[src/rtl/march_bist_ctrl.sv]
// March C- built-in self-test controller for a single-port synchronous RAM.
// Owns address, strobes and background while busy; records the first mismatch.
module march_bist_ctrl #(
    parameter int AD_W   = 4,
    parameter int DATA_W = 8
) (
    input  logic              clk,
    input  logic              reset,
    input  logic              start,
    input  logic [DATA_W-1:0] mem_rdata,
    output logic              busy,
    output logic              done,
    output logic              fail,
    output logic [AD_W-1:0]   mem_addr,
    output logic              mem_we,
    output logic              mem_re,
    output logic [DATA_W-1:0] mem_wdata,
    output logic [AD_W-1:0]   fail_addr,
    output logic [2:0]        fail_elem,
    output logic [DATA_W-1:0] fail_data
);

    typedef enum logic [1:0] {IDLE, RD, CMP, DONE} state_t;

    localparam logic [AD_W-1:0] A_LAST = {AD_W{1'b1}};

    state_t            state_q, state_d;
    logic [2:0]        elem_q, elem_d;
    logic [AD_W-1:0]   addr_q, addr_d;
    logic              busy_q, busy_d;
    logic              done_q, done_d;
    logic              fail_q, fail_d;
    logic              we_q, we_d;
    logic              re_q, re_d;
    logic [AD_W-1:0]   mem_addr_q, mem_addr_d;
    logic [DATA_W-1:0] wdata_q, wdata_d;
    logic [AD_W-1:0]   fail_addr_q, fail_addr_d;
    logic [2:0]        fail_elem_q, fail_elem_d;
    logic [DATA_W-1:0] fail_data_q, fail_data_d;
    logic              at_end;

    function automatic logic [DATA_W-1:0] bg(input logic one);
        return {DATA_W{one}};
    endfunction

    // Elements M2 and M4 expect the all-ones background; the rest expect zeros.
    function automatic logic rd_one(input logic [2:0] e);
        return (e == 3'd2) || (e == 3'd4);
    endfunction

    function automatic logic wr_one(input logic [2:0] e);
        return (e == 3'd1) || (e == 3'd3);
    endfunction

    function automatic logic is_down(input logic [2:0] e);
        return (e == 3'd3) || (e == 3'd4);
    endfunction

    always_comb begin
        state_d     = state_q;
        elem_d      = elem_q;
        addr_d      = addr_q;
        fail_d      = fail_q;
        fail_addr_d = fail_addr_q;
        fail_elem_d = fail_elem_q;
        fail_data_d = fail_data_q;
        at_end      = is_down(elem_q) ? (addr_q == '0) : (addr_q == A_LAST);

        case (state_q)
            IDLE, DONE: begin
                if (start) begin
                    state_d     = CMP;
                    elem_d      = 3'd0;
                    addr_d      = '0;
                    fail_d      = 1'b0;
                    fail_addr_d = '0;
                    fail_elem_d = 3'd0;
                    fail_data_d = '0;
                end
            end
            RD: state_d = CMP;
            CMP: begin
                // M0 reuses the CMP state as a write-only cycle with no compare.
                if (elem_q == 3'd0) begin
                    if (addr_q == A_LAST) begin
                        state_d = RD;
                        elem_d  = 3'd1;
                        addr_d  = '0;
                    end else begin
                        addr_d = addr_q + 1'b1;
                    end
                end else if (mem_rdata != bg(rd_one(elem_q))) begin
                    state_d     = DONE;
                    fail_d      = 1'b1;
                    fail_addr_d = addr_q;
                    fail_elem_d = elem_q;
                    fail_data_d = mem_rdata;
                end else if (at_end) begin
                    if (elem_q == 3'd5) begin
                        state_d = DONE;
                    end else begin
                        state_d = RD;
                        elem_d  = elem_q + 3'd1;
                        addr_d  = is_down(elem_d) ? A_LAST : '0;
                    end
                end else begin
                    state_d = RD;
                    addr_d  = is_down(elem_q) ? addr_q - 1'b1 : addr_q + 1'b1;
                end
            end
            default: state_d = IDLE;
        endcase

        busy_d     = (state_d == RD) || (state_d == CMP);
        done_d     = (state_d == DONE);
        we_d       = (state_d == CMP) && (elem_d != 3'd5);
        re_d       = (state_d == RD);
        mem_addr_d = busy_d ? addr_d : '0;
        wdata_d    = we_d ? bg(wr_one(elem_d)) : '0;
    end

    always_ff @(posedge clk) begin
        if (reset) begin
            state_q     <= IDLE;
            elem_q      <= 3'd0;
            addr_q      <= '0;
            busy_q      <= 1'b0;
            done_q      <= 1'b0;
            fail_q      <= 1'b0;
            we_q        <= 1'b0;
            re_q        <= 1'b0;
            mem_addr_q  <= '0;
            wdata_q     <= '0;
            fail_addr_q <= '0;
            fail_elem_q <= 3'd0;
            fail_data_q <= '0;
        end else begin
            state_q     <= state_d;
            elem_q      <= elem_d;
            addr_q      <= addr_d;
            busy_q      <= busy_d;
            done_q      <= done_d;
            fail_q      <= fail_d;
            we_q        <= we_d;
            re_q        <= re_d;
            mem_addr_q  <= mem_addr_d;
            wdata_q     <= wdata_d;
            fail_addr_q <= fail_addr_d;
            fail_elem_q <= fail_elem_d;
            fail_data_q <= fail_data_d;
        end
    end

    assign busy      = busy_q;
    assign done      = done_q;
    assign fail      = fail_q;
    assign mem_addr  = mem_addr_q;
    assign mem_we    = we_q;
    assign mem_re    = re_q;
    assign mem_wdata = wdata_q;
    assign fail_addr = fail_addr_q;
    assign fail_elem = fail_elem_q;
    assign fail_data = fail_data_q;

endmodule

[config.mk]
export PLATFORM = sky130hd
export DESIGN_NAME = march_bist_ctrl
export DESIGN_NICKNAME = d
export VERILOG_FILES = /design/src/rtl/march_bist_ctrl.sv
export SDC_FILE = /design/constraint.sdc
export NUM_CORES = 1
export LEC_CHECK = 0
export ABC_CLOCK_PERIOD_IN_PS = 3500
export BUFFER_PORTS_ARGS = -buffer_cell sky130_fd_sc_hd__buf_4
export CAP_MARGIN = 20
export CORE_AREA = 2 2 75 56
export CTS_CLUSTER_SIZE = 40
export DETAILED_ROUTE_END_ITERATION = 7
export DIE_AREA = 0 0 77 58
export GPL_TIMING_DRIVEN = 1
export PLACE_DENSITY = 0.85
export SETUP_SLACK_MARGIN = 0.5
export SLEW_MARGIN = 20
export SYNTH_ARGS = -nofsm -noshare
export SYNTH_HDL_FRONTEND = slang
export SYNTH_SLANG_ARGS = --single-unit
[constraint.sdc]
create_clock -name clk -period 3.5 [get_ports clk]
set_input_delay 0.7 -clock clk [delete_from_list [all_inputs] [get_ports clk]]
set_output_delay 0.7 -clock clk [all_outputs]
set_load 0.02 [all_outputs]
==> qor.yml <==
final_util_pct: 61.56
cts_buffer_depth: 2
cp-startpoint: "elem_q[0]"
synth-seq-area-share_pct: 35.03
min_period_ns: 2.854
hp-start: "fail"
grtUsageMet1_pct: 31.22
pre_cts_ws_ns: 0.5825
syn_area_um2: 1943
path_cells: "inv_1 > ha_1 > mux2i_4 > mux2_4 > a32o_2 > a22oi_1 > o22a_1 > inv_1 > ha_1 > nand2b_1 > nor3_1"
yosys-top-cells-count: "dfxtp_1 (34), a21oi_1 (26), nand2_1 (25)"
setup_tns_ns: 0
instances_no_fill: 321
fin_nets: 290
initial_utilization_pct: 51.73
synth-main-ff-cell: "dfxtp_1"
hpwl_um: 3503
drcViolationCount: 0
ctsResizeCount: 0
yosysMostFrequentCell: "dfxtp_1"
fp.dieH_um: 58
cts_buffers: 5
ant_nets: 0
critPathKind: "reg2reg"
fmax_mhz: 350.4
diodes: 0
antenna_found_initial: 0
fill_cells: 351
total_power_mw: 0.7919
grtUsageMet3_pct: 6.075
io_buffer_count: 42
async_reset_ff_share_pct: 0
slew_headroom_pct: 52.10
post_drt_wl_per_cell_um: 15.15
timing.rr.start: "elem_q[0]"
met2_usage_pct: 35.34
crit_path_start_kind: "flop"
cp.required_ns: 3.68
setup_violations: 0
drt_iter0_drc: 147
rsz0062_at_grt: "false"
post_cts_buffers: 0
clock_latency_ns: 0.29
rrSetupSlack_ns: 0.65
setup_slack_ns: 0.6458
syn_area_per_cell_um2: 8.164
tightest_slew_ns: 0.7164
grt_pass1_wl_um: 8135
reg2reg_to: "mem_wdata[0]"
synthDistinctLibCells: 48
worst-path-max-fanout: 10
r2r_cells: 11
grt_pass1_vias: 1751
slew_violations: 0
hold_buffers: 0
final_layout_size_suffix_gt1_share_pct: 21.56
placedCellCount: 313
num_rows: 19
core-area_um2: 3756
synth_seq_cells: 34
clkSlewWorstSetupHoldPaths_ns: 0.06
fin_crit_sh_pct: 81.55
ir_drop_v: 0.0002249
clockRootBuffer: "clkbuf_8"
cts_max_level: 2
worst_hold_slack_ns: 0.4544
dieArea_um2: 4466
vias_per_cell: 5.713
hold_violations: 0
skew_ns: 0.003384
whs_endpoint: "fail"
syn_to_final_growth_pct: 19.00
cap_viol_max_count: 0
whs_path_depth: 2
grt_max_degree: 29
routed_wl_um: 4863
worstSetupEndpointType: "flop"
power_leakage_nw: 0.9375
io-pin-count: 43
drt-pass1-iter-count: 4
cp.arrival_ns: 3.03
stdcell_area_um2: 2312
place_area_um2: 2212
synth.top_cell.area_share_pct: 35.03
synthCells: 238
power.density_nw_per_um2: 342.5
gr-total-overflow: 0
grt_use_total_pct: 23.18
cpPeakStageDelay_ns: 0.46
die_x_um: 77
slowest_stage: "dfxtp_1"
tritoncts: "yes"
synth_edf_count: 0
synth_largest_area_cell: "dfxtp_1"
clock_sinks: 34
hp-class: "reg2reg"
syn-num-nets: 260
grt_busiest_layer: "met2"
globalplace.congestion: 0.9226
num_vias: 1834
yosysWarningCount: 0
status: "completed"
synthTopCellsByArea: "dfxtp_1 (35%), ha_1 (7.1%), a21oi_1 (6.7%), nand2_1 (4.8%), nand3_1 (4.6%)"
==> routing by layer <==
| layer | wire [um] | vias to the layer above |
|---|---|---|
| met4 | 90 | 0 |
| met5 | 0 | - |
| met2 | 2181 | 88 |
| li1 | - | 902 |
| met3 | 403 | 11 |
| met1 | 2187 | 833 |
==> final cells by class <==
class	instances	area [um2]	share of cell area, %
clock buffers	7	86.33	3.734
clock inverters	1	5.005	0.2164
inverters	8	30.03	1.299
multi-input cells	177	1130	48.86
flip-flops and latches	34	680.7	29.44
well taps	52	65.06	2.814
repair buffers	42	315.3	13.64
==> state kept, by name, indices dropped and copies added (netlist names) <==
register and flops:
addr_q 4, busy 1, done 1, elem_q 3, fail 1, fail_addr 4
fail_data 8, fail_elem 3, mem_addr 4, mem_re 1, mem_wdata 1, mem_we 1
state_q 2
==> report_power, final <==
| group | total, mW | switching [mW] | internal [mW] |
|---|---|---|---|
| Clock | 0.299 | 0.141 | 0.158 |
| Combinational | 0.0917 | 0.0573 | 0.0344 |
| Sequential | 0.401 | 0.00700 | 0.394 |
| Total | 0.792 | 0.205 | 0.587 |
==> kinds of logic (layout without fill, tap and decap cells) <==
kind of cell | count (synthesis) | count (layout) | synth area share [%]
buffers and inverters | 27 | 58 | 7.276
AO/OA/AOI/OAI | 57 | 57 | 19.38
AND/OR/NAND/NOR | 104 | 104 | 28.14
multiplexers | 5 | 5 | 3.090
flip-flops | 34 | 34 | 35.03
adder cells (fa/ha/maj) | 11 | 11 | 7.083
==> cell usage in the layout (no fill, tap or decap), types with 8 or more instances in the layout <==
cell type / Yosys / final
a21oi_1: 26 / 26
buf_4: 8 / 42
dfxtp_1: 34 / 34
ha_1: 11 / 11
inv_1: 8 / 8
nand2_1: 25 / 25
nand2b_1: 8 / 8
nand3_1: 18 / 18
nor2_1: 16 / 16
nor2b_1: 9 / 9
o21ai_0: 8 / 8
==> worst max-delay path: cells and delay by family, from the launching register on <==
kind	cells	cell delay [ns]
fa+ha+maj	2	0.51
flops	1	0.46
buf+inv	2	0.20
compound gates	3	0.67
simple gates	2	0.19
mux	2	0.70
==> how the worst max path moves through the flow <==
stage,end,slack (ns)
after floorplan,mem_addr[1],0.92
after global placement,mem_wdata[0],0.75
after detailed placement,mem_wdata[0],0.58
after CTS,mem_wdata[0],0.55
after global routing,mem_addr[1],0.51
final,mem_wdata[0],0.65
Power figures use the tool's default switching activity.
